===== src/rtl/grey_ctrl_defs.sv =====
// Shared op codes, FSM states and bin-to-Grey helper
// for the Grey counter controller and its datapath.
package grey_ctrl_defs;

  typedef enum logic [1:0] {
    OP_HOLD = 2'b00,
    OP_UP   = 2'b01,
    OP_DOWN = 2'b10,
    OP_LOAD = 2'b11
  } op_e;

  typedef enum logic [1:0] {
    ST_IDLE   = 2'b00,
    ST_ISSUE  = 2'b01,
    ST_SETTLE = 2'b10,
    ST_RESP   = 2'b11
  } state_e;

  localparam int SETTLE_W = 4;

  function automatic logic [31:0] bin2grey(
    input logic [31:0] b
  );
    return b ^ (b >> 1);
  endfunction

endpackage


===== src/rtl/rr_arbiter_2.sv =====
// Two-input round-robin arbiter with a one-bit pointer.
// Ports: clock, reset, req[1:0], update -> grant[1:0].
module rr_arbiter_2 (
  input  logic       clock,
  input  logic       reset,
  input  logic [1:0] req,
  input  logic       update,
  output logic [1:0] grant
);

  logic ptr_q;
  logic ptr_d;

  always_comb begin
    grant = req;
    if (&req) grant = ptr_q ? 2'b10 : 2'b01;
    ptr_d = ptr_q;
    // winner loses priority to the other side
    if (update && |grant) ptr_d = grant[0];
  end

  always_ff @(posedge clock) begin
    if (reset) ptr_q <= 1'b0;
    else       ptr_q <= ptr_d;
  end

endmodule


===== src/rtl/grey_counter_arbiter.sv =====
// Two-requester controller sharing one up/down/load counter
// with Grey output. Ports: req/op/din per side -> gnt/done,
// busy, count_bin, grey_out.
module grey_counter_arbiter
  import grey_ctrl_defs::*;
#(
  parameter int WIDTH         = 4,
  parameter int SETTLE_CYCLES = 3
) (
  input  logic             clock,
  input  logic             reset,
  input  logic             req0,
  input  logic             req1,
  input  logic [1:0]       op0,
  input  logic [1:0]       op1,
  input  logic [WIDTH-1:0] din0,
  input  logic [WIDTH-1:0] din1,
  output logic             gnt0,
  output logic             gnt1,
  output logic             done0,
  output logic             done1,
  output logic             busy,
  output logic [WIDTH-1:0] count_bin,
  output logic [WIDTH-1:0] grey_out
);

  state_e              state_q, state_d;
  op_e                 op_q, op_d;
  logic [WIDTH-1:0]    din_q, din_d;
  logic                id_q, id_d;
  logic [WIDTH-1:0]    count_q, count_d;
  logic [WIDTH-1:0]    grey_q, grey_d;
  logic [SETTLE_W-1:0] settle_q, settle_d;
  logic [1:0]          gnt_q, gnt_d;
  logic [1:0]          done_q, done_d;

  logic [1:0] arb_gnt;
  logic       arb_update;

  rr_arbiter_2 u_arb (
    .clock  (clock),
    .reset  (reset),
    .req    ({req1, req0}),
    .update (arb_update),
    .grant  (arb_gnt)
  );

  always_comb begin
    state_d    = state_q;
    op_d       = op_q;
    din_d      = din_q;
    id_d       = id_q;
    count_d    = count_q;
    grey_d     = grey_q;
    settle_d   = settle_q;
    gnt_d      = 2'b00;
    done_d     = 2'b00;
    arb_update = 1'b0;
    unique case (state_q)
      ST_IDLE: begin
        if (|arb_gnt) begin
          arb_update = 1'b1;
          id_d  = arb_gnt[1];
          op_d  = arb_gnt[1] ? op_e'(op1) : op_e'(op0);
          din_d = arb_gnt[1] ? din1 : din0;
          gnt_d = arb_gnt;
          state_d = ST_ISSUE;
        end
      end
      ST_ISSUE: begin
        unique case (op_q)
          OP_HOLD: count_d = count_q;
          OP_UP:   count_d = count_q + WIDTH'(1);
          OP_DOWN: count_d = count_q - WIDTH'(1);
          OP_LOAD: count_d = din_q;
        endcase
        settle_d = SETTLE_W'(SETTLE_CYCLES - 1);
        state_d  = ST_SETTLE;
      end
      ST_SETTLE: begin
        if (settle_q == '0) begin
          grey_d  = WIDTH'(bin2grey(32'(count_q)));
          done_d  = id_q ? 2'b10 : 2'b01;
          state_d = ST_RESP;
        end else begin
          settle_d = settle_q - SETTLE_W'(1);
        end
      end
      ST_RESP: state_d = ST_IDLE;
      default: state_d = ST_IDLE;
    endcase
  end

  always_ff @(posedge clock) begin
    if (reset) begin
      state_q  <= ST_IDLE;
      op_q     <= OP_HOLD;
      din_q    <= '0;
      id_q     <= 1'b0;
      count_q  <= '0;
      grey_q   <= '0;
      settle_q <= '0;
      gnt_q    <= 2'b00;
      done_q   <= 2'b00;
    end else begin
      state_q  <= state_d;
      op_q     <= op_d;
      din_q    <= din_d;
      id_q     <= id_d;
      count_q  <= count_d;
      grey_q   <= grey_d;
      settle_q <= settle_d;
      gnt_q    <= gnt_d;
      done_q   <= done_d;
    end
  end

  assign gnt0      = gnt_q[0];
  assign gnt1      = gnt_q[1];
  assign done0     = done_q[0];
  assign done1     = done_q[1];
  assign busy      = (state_q != ST_IDLE);
  assign count_bin = count_q;
  assign grey_out  = grey_q;

endmodule


===== config.mk =====
export PLATFORM = sky130hd
export DESIGN_NAME = grey_counter_arbiter
export DESIGN_NICKNAME = d
export VERILOG_FILES = /design/src/rtl/grey_ctrl_defs.sv /design/src/rtl/rr_arbiter_2.sv /design/src/rtl/grey_counter_arbiter.sv
export SDC_FILE = /design/constraint.sdc
export NUM_CORES = 1
export LEC_CHECK = 0
export ABC_CLOCK_PERIOD_IN_PS = 3100
export BUFFER_PORTS_ARGS = -buffer_cell sky130_fd_sc_hd__clkbuf_2
export CAP_MARGIN = 20
export CORE_MARGIN = 8
export CORE_UTILIZATION = 57
export CTS_CLUSTER_SIZE = 14
export DETAILED_ROUTE_END_ITERATION = 8
export PLACE_DENSITY = 0.84
export RECOVER_POWER = 50
export SETUP_SLACK_MARGIN = 0.2
export SLEW_MARGIN = 5
export SYNTH_ARGS = -nofsm -noshare
export SYNTH_HDL_FRONTEND = slang
export SYNTH_SLANG_ARGS = --single-unit
export TNS_END_PERCENT = 100

===== constraint.sdc =====
create_clock -name clock -period 3.1 [get_ports clock]
set_input_delay 0.155 -clock clock [delete_from_list [all_inputs] [get_ports clock]]
set_output_delay 0.155 -clock clock [all_outputs]
set_load 0.005 [all_outputs]

Word level (Yosys, flattened, before mapping)

Cells that the tools add are included.

Reductions and logical operators: 15
Muxes and demuxes: 13
Equal/unequal tests: 9
Bitwise operators: 6
Add/subtract/negate cells: 3

Operators with widths:

| kind                                                                  | count |
|---|---|
| 2-bit two-way mux                                                     | 6 |
| 4-bit one-hot mux with 3 select lines                                 | 1 |
| 2-bit AND reduction                                                   | 6 |
| 2-bit equality test, second input constant                            | 4 |
| 4-bit two-way mux                                                     | 2 |
| 2-bit one-hot mux with 4 select lines                                 | 1 |
| 4-bit one-hot mux with 2 select lines                                 | 1 |
| 4-bit by 1-bit subtractor with 4-bit output, second input constant    | 2 |
| 2-bit inequality test, second input constant                          | 3 |
| 3-bit OR reduction                                                    | 2 |
| 1-bit inverter                                                        | 5 |
| 4-bit by 1-bit adder with 4-bit output, second input constant         | 1 |
| 2-bit by 1-bit equality test with 1-bit output, second input constant | 2 |
| 2-bit zero test                                                       | 2 |
| 4-bit zero test                                                       | 1 |
| 2-bit nonzero test                                                    | 2 |
| 4-bit by 3-bit XOR with 4-bit output                                  | 1 |
| 1-bit two-way mux                                                     | 2 |
| 2-bit OR reduction                                                    | 1 |
| 1-bit logical AND                                                     | 1 |

Word-level logic and storage cells: 56
Bits in registers: 26
Bits of input ports: 16
Output and inout bits: 13

Depth between registers and ports, before layout

Gate-level depths: netlist (run 1).

Depth after elaboration: 6
Depth in mapped cells: 8
Mapped depth without buffers: 7

Hierarchy

From an unflattened synthesis (run 1), not the netlist that was laid out.

Cell total of the unflattened synthesis: 149
Area total of the unflattened synthesis: 1328.8 um^2

By module, submodules not included:

| module               | seq. area each (um^2) | cells an instance | area an instance (um^2) | times used |
|---|---|---|---|---|
| grey_counter_arbiter | 500.5                 | 142               | 1263.7                  | 1 |
| rr_arbiter_2         | 20.0                  | 7                 | 65.1                    | 1 |

Worst setup path before layout (run 1)

OpenSTA, ideal clock, no wires.

Path kind: register -> register
Start point: reg op_q[0]
End point: reg count_q[2], in the netlist count_bin[2]
Cell stages (with the launch flop): 9
Library setup time: 0.121 ns
Data required time: 2.979 ns
Clock period less this slack: 1.530 ns
Arrival: 1.408 ns
Path buffers: 1
Slack: 1.570 ns
Cell sequence: dfxtp_1 > buf_2 > nand2b_1 > xnor2_1 > ha_1 > nor2_1 > o32a_1 > nand4b_1 > o21ai_0

Longest elaborated chain between the ends: 3
Elaborated cells on any way between the ends: 7
Classes of those cells: eq/ne: 3; mux: 1; bitwise: 1; reduce/logical: 2

Ends and longest elaborated chain:

| element                                                                       | line                        | source |
|---|---|---|
| from (decl)                                                                   | grey_counter_arbiter.sv:28  | `op_e op_q, op_d;` |
| from (signal assigned)                                                        | grey_counter_arbiter.sv:107 | `op_q <= op_d;` |
| branches (longest 3 deep; another with 4-bit one-hot mux with 3 select lines) | -                           |  |
| to (signal assigned)                                                          | grey_counter_arbiter.sv:110 | `count_q <= count_d;` |
| to (decl)                                                                     | grey_counter_arbiter.sv:31  | `logic [WIDTH-1:0] count_q, count_d;` |

Several ways; the timed one is not identified.
A chain may end at the register's enable or synchronous reset.

Worst setup path after layout (run 1)

Start point: reg op_q[1]
End point: reg count_q[1], in the netlist count_bin[1]

The elaborated chain is that of the path after synthesis.

==> impl_results.md, run 1 <==
* Crit path max-delay family: flip-flops
* N_diodes at 0
* Synthesis warning total at 0
* Setup_tns at 0 ps
* Slew margin rel. at 67.5%
* Layout cell share with drive strength beyond 1 at 18.1%
* Final Hold Vio Count at 0
* Post-route ant nets at 0
* Finished Layout Cells at 199
* GRT overflow at 0
* Synth area leader: dfxtp_1
* Fin area at 1490 um2
* Wire per inst at 13.6 um
* Clk pin slew, worst setup/hold paths at 150 ps
* H-tree depth at 1
* Via count at 1114
* Register area at 520 um2
* Overall power at 1.19 mW
* FILL cells at 203
* Status: finished, final reports clean
* Pleak at 0.608 nW
* Tmin final at 1790 ps
* Max FO, Critical Path at 12
* Post-CTS Setup Inserts at 0
* CP Data Arrival Time at 2020 ps
* CTS tree: yes
* Dpl ws at 1360 ps
* Least-Margin Pin Slew at 486 ps
* Achievable Freq at 0.559 GHz
* Mean Syn Cell Area at 8.97 um2
* Final setup margin at 1310 ps
* Peak supply drop at 533 uV
* Fin crit share at 57.7%
* Syn Nets at 170
* Yosys cell types at 39
* Placer Congestion at 0.811
* Root Driver: clkbuf_4
* RSZ-0062 raised after global routing: false
* Rows at 17
* Cell Area, Placed at 1450 um2
* Residual DRC at 0
* Hold_buf cts at 0
* Via density at 5.60
* Die height at 64.3 um
* Crit path cell chain: nand2b_1 -> xnor2_1 -> ha_1 -> mux2i_1 -> nand2_1 -> o21ai_0 -> a221oi_1
* Placed Cells at 195
* Post-Route WL at 2710 um
* # port buffers at 28
* CTS Buffer Depth at 2
* Core area at 2210 um2
* Async set-or-reset flop fraction in the synthesized netlist at 0%
* Synth Cell Area at 1330 um2
* Synth top cells by count: dfxtp_1 (26), nand2_1 (14), nor2_1 (10), mux2i_1 (9), o21ai_0 (9)
* PD cells at 800 nW/um2
* Crit. End Element: flip-flop
* Most frequent cell after synthesis: dfxtp_1
* Buf+Inv Stages, Crit Path at 0
* Syn Inst Count at 148
* Highest-delay cell along the critical path: dfxtp_1
* Total GRT Usage at 13.3%
* Skew-Pair Late Insertion Delay at 320 ps
* Area of the multi-input gates at 727 um2
* Final core utilization at 67.5%
* Endpoints failing setup at 0
* Nets at 194
* Resized Gates After CTS at 0
* Initial antenna violation count at 0
* CP required at 3340 ps
* Area grow syn2layout at 12.4%
* Seq/Total Area, Yosys at 39.2%
* Setup crit start kind: flip-flop
* I/O pins at 29
* Vias in the first global route at 1081
* Share of the synthesized area in the top cell type at 39.2%
* Post-DP HPWL at 2090 um
* Crit Path Category: flip-flop to flip-flop
* Clk_skew at 6.57 ps
* First-pass GRT wire length at 4600 um
* Pins Over Slew Limit at 0
* Largest net degree at the start of global routing at 21
* Hold Crit Class: input port to flip-flop
* Crit path largest cell delay at 580 ps
* Drt first pass iters at 4
* Max-cap viol count at 0
* Iteration-0 DRC Markers at 45
* Initial Util at 60.0%
* Post-synth top flop: dfxtp_1
* Clock Sinks at 26
* Fin Hold WS at 92.5 ps
* Ranking of synthesized cells by area: dfxtp_1 (39%), mux2i_1 (6.8%), ha_1 (5.7%)
* Flops & latches, synth at 26
* Num CTS Buffers at 3
* Number of synthesized flops with an enable pin at 0
* Die width at 64.3 um
* Die area at 4130 um2
layout by cell type, fill, tap and decap left out, types with 5 or more instances in the layout:
cell,netlist,final
a211oi_1,5,5
a21oi_1,6,6
clkbuf_1,1,7
clkbuf_2,0,21
dfxtp_1,26,26
ha_1,6,6
inv_1,7,7
mux2i_1,9,9
nand2_1,14,14
nor2_1,10,10
o21ai_0,9,9
xnor2_1,5,5
worst min-delay path, delay by kind of cell:
kind            cells  cell delay [ps]
compound gates      1              100
buf+inv             1               70
mux                 1               60
metal layers:
metal | part of all wire (%) | global-route usage (%)
met1 | 43 | 15.1
met2 | 54 | 23.5
met3 | 3.0 | 2.44
met4 | 0.52 | 5.72
met5 | 0 | 0
power by group:
part | internal (mW) | switching (mW)
sequential | 0.417 | 0.0944
combinational | 0.213 | 0.235
clock | 0.131 | 0.105
cells by family (layout without fill, tap and decap cells):
group	Yosys count	count (layout)	synth area share, %
buf+inv	16	39	5.65
xor+xnor	7	7	4.62
mux	10	10	7.63
compound gates	32	32	16.5
flops	26	26	39.2
simple gates	51	51	20.7
fa+ha+maj	6	6	5.65
flip-flops by register name, summed over array words and instances, names as in the netlist:
name,cells
state_q,2
gnt_q,2
grey_out,4
op_q,2
din_q,4
u_arb.ptr_q,1
done_q,2
settle_q,4
id_q,1
count_bin,4
area by class of cell:
cell class                      instances  share of cell area [%]
Inverter                                7                    1.76
Clock buffer                            3                    1.51
Timing Repair Buffer                   28                    8.80
Clock inverter                          1                    2.01
Multi-Input combinational cell        106                    48.7
Tap cell                               28                    2.35
Sequential cell                        26                    34.9
final timing paths:
check / to / depth (start not counted) / slack [ps] / from
worst max-delay path: count_bin[1]$_SDFFE_PP0P_ / 7 / 1310 / op_q[1]$_SDFFE_PP0N_
worst min-delay path: op_q[0]$_SDFFE_PP0N_ / 3 / 90 / op1[0]
worst max register to register: count_bin[1]$_SDFFE_PP0P_ / 7 / 1310 / op_q[1]$_SDFFE_PP0N_
worst min register to register: done_q[0]$_SDFF_PP0_ / 1 / 470 / id_q$_SDFFE_PP0N_
Note: power is estimated with default switching activity, not from simulation.
==> run 2: changes to the inputs <==
Settings changed: ABC_CLOCK_PERIOD_IN_PS 3100 to 1800, CORE_UTILIZATION 57 to 53, PLACE_DENSITY 0.84 to 0.79.
Clock period 3.1 ns to 1.8 ns, I/O delays scaled along.
==> impl_results.md, run 2 (synthesis gave the netlist of run 1 again) <==
* Status: finished, final reports clean
* Max FO, Critical Path at 9 (-3)
* R2r endpoint: grey_out[0]$_SDFFE_PP0P_
* CP Depth at 5 (-2)
* Post-DP HPWL at 2030 um (-2.9%)
* Via density at 5.34 (-4.6%)
* N_diodes at 0 (unchanged)
* Core area at 2430 um2 (+10%)
* Pins Over Slew Limit at 0 (unchanged)
* Area grow syn2layout at 16.2%
* Rows at 18 (+1)
* Num CTS Buffers at 3 (unchanged)
* Fin Hold WS at 30.5 ps (-62.1 ps)
* H-tree depth at 1 (unchanged)
* CP required at 2030 ps (-1310 ps)
* Crit path cell chain: inv_1 -> ha_2 -> and4bb_1 -> nor2_1 -> a211oi_1
* I/O pins at 29 (unchanged)
* Die width at 66.0 um (+2.8%)
* Post-Route WL at 2760 um (+1.7%)
* CP Data Arrival Time at 1790 ps (-230 ps)
* Setup_tns at 0 ps (unchanged)
* Most frequent cells in the layout: dfxtp_1 (25), clkbuf_2 (23), nand2_1 (13), nor2_1 (10), mux2i_1 (9)
* Fin crit share at 86.5% (+29 points)
* CTS tree: yes
* CP endpoint: grey_out[0]$_SDFFE_PP0P_
* RSZ-0062 raised after global routing: false
* # port buffers at 28 (unchanged)
* Nets at 199 (+2.6%)
* R2R depth at 5 (-2)
* Skew-Pair Late Insertion Delay at 320 ps (about the same)
* Largest net degree at the start of global routing at 21 (unchanged)
* Pleak at 0.629 nW (+3.3%)
* Via count at 1100 (-1.3%)
* Overall power at 2.02 mW (+69%)
* Clk_skew at 8.14 ps (+1.57 ps)
* Hold Crit Class: input port to flip-flop
* Vias in the first global route at 1097 (+1.5%)
* Max-cap viol count at 0 (unchanged)
* Hold_buf cts at 0 (unchanged)
* Crit path max-delay family: simple AND/OR/NAND/NOR gates
* Wire per inst at 13.4 um (-1.7%)
* Achievable Freq at 0.643 GHz (+15%)
* Setup crit start kind: flip-flop
* Most common cell after layout, fill and taps aside: dfxtp_1
* FF-to-FF setup slack at 240 ps (-1070 ps)
* Layout cell share with drive strength beyond 1 at 25.6% (+7.4 points)
* Residual DRC at 0 (unchanged)
* Crit path largest cell delay at 410 ps (-170 ps)
* Placer Congestion at 0.779 (-3.9%)
* Tmin final at 1560 ps (-232 ps)
* Peak supply drop at 834 uV (+56%)
* Post-route ant nets at 0 (unchanged)
* Final Hold Vio Count at 0 (unchanged)
* Iteration-0 DRC Markers at 51 (+13%)
* RR Startpoint: state_q[0]$_SDFFE_PP0P_
* Clk pin slew, worst setup/hold paths at 150 ps (about the same)
* Highest-delay cell along the critical path: and4bb_1
* Worst Setup SP: state_q[0]$_SDFFE_PP0P_
* Drt first pass iters at 4 (unchanged)
* CTS Buffer Depth at 2 (unchanged)
* Crit Path Category: flip-flop to flip-flop
* Initial Util at 54.6% (-5.4 points)
* Endpoints failing setup at 0 (unchanged)
* First-pass GRT wire length at 4600 um (-0.15%)
* Die area at 4360 um2 (+5.6%)
* Initial antenna violation count at 0 (unchanged)
* Total GRT Usage at 12.8% (-0.45 points)
* GRT overflow at 0 (unchanged)
* Slew margin rel. at 68.0% (+0.53 points)
* Least-Margin Pin Slew at 474 ps (-12.0 ps)
* Clock Sinks at 26 (unchanged)
* Die height at 66.0 um (+2.8%)
* Final core utilization at 63.4% (-4.1 points)
* Root Driver: clkbuf_4
* PD cells at 1310 nW/um2 (+64%)
* Buf+Inv Stages, Crit Path at 1 (+1)
* Crit. End Element: flip-flop
-- run 2: changes by cell type in the layout (fill, tap and decap cells not counted), moves of 2 or more --
cell and change:
ha_1 -3, buf_4 +3, clkbuf_2 +2, ha_2 +2, inv_2 +2, inv_1 -2
-- run 2: what timing repair did --
item                                    in CTS  in global routing
hold endpoints to repair                     0                  0
endpoints found under the setup margin       1                 13
pin swaps                                    0                  1
resized for setup                            3                  9
buffers inserted                             1                  0
-- run 2: worst min path at each step --
stage | from | endpoint | cells after the start
3_5_place_dp | din1[2] | din_q[2]$_SDFFE_PP0N_ | 3
3_3_place_gp | din1[2] | din_q[2]$_SDFFE_PP0N_ | 3
6_report | req1 | gnt_q[0]$_SDFF_PP0_ | 2
2_1_floorplan | req1 | gnt_q[0]$_SDFF_PP0_ | 1
4_1_cts | din1[2] | din_q[2]$_SDFFE_PP0N_ | 3
5_1_grt | req1 | gnt_q[0]$_SDFF_PP0_ | 2
-- run 2: layout make-up --
| type | count | area, um2 |
|---|---|---|
| Clock buffer | 4 | 36.3 |
| Fill cell | 214 | 890 |
| Inverter | 7 | 26.3 |
| Multi-Input combinational cell | 106 | 757 |
| Sequential cell | 26 | 522 |
| Tap cell | 30 | 37.5 |
| Timing Repair Buffer | 33 | 164 |
-- run 2: metal layers --
layer	vias up	global-route usage (%)	routed length (um)
met5	-	0	0
met4	0	5.87	28
met3	4	2.54	102
met2	15	22.7	1380
met1	507	14.4	1240
li1	574	-	-
-- run 2: power by group --
part | internal, mW | total (mW) | switching (mW)
clock network | 0.124 | 0.299 | 0.175
registers | 0.719 | 0.842 | 0.123
logic | 0.420 | 0.880 | 0.460
-- run 2: worst register-to-register path, cell delays in order (launching register included) --
cell and delay (ps):
dfxtp_1 350, inv_1 110, ha_2 280, and4bb_1 410, nor2_1 80, a211oi_1 240
-- run 2: stage by stage --
stage               std cells  cell area, um2  setup slack, ps
finish                    206            1540              244
global route              206            1540              166
CTS                       206            1540              206
detailed placement        201            1490              186
global placement          201            1490              287
floorplan                 148            1330              270
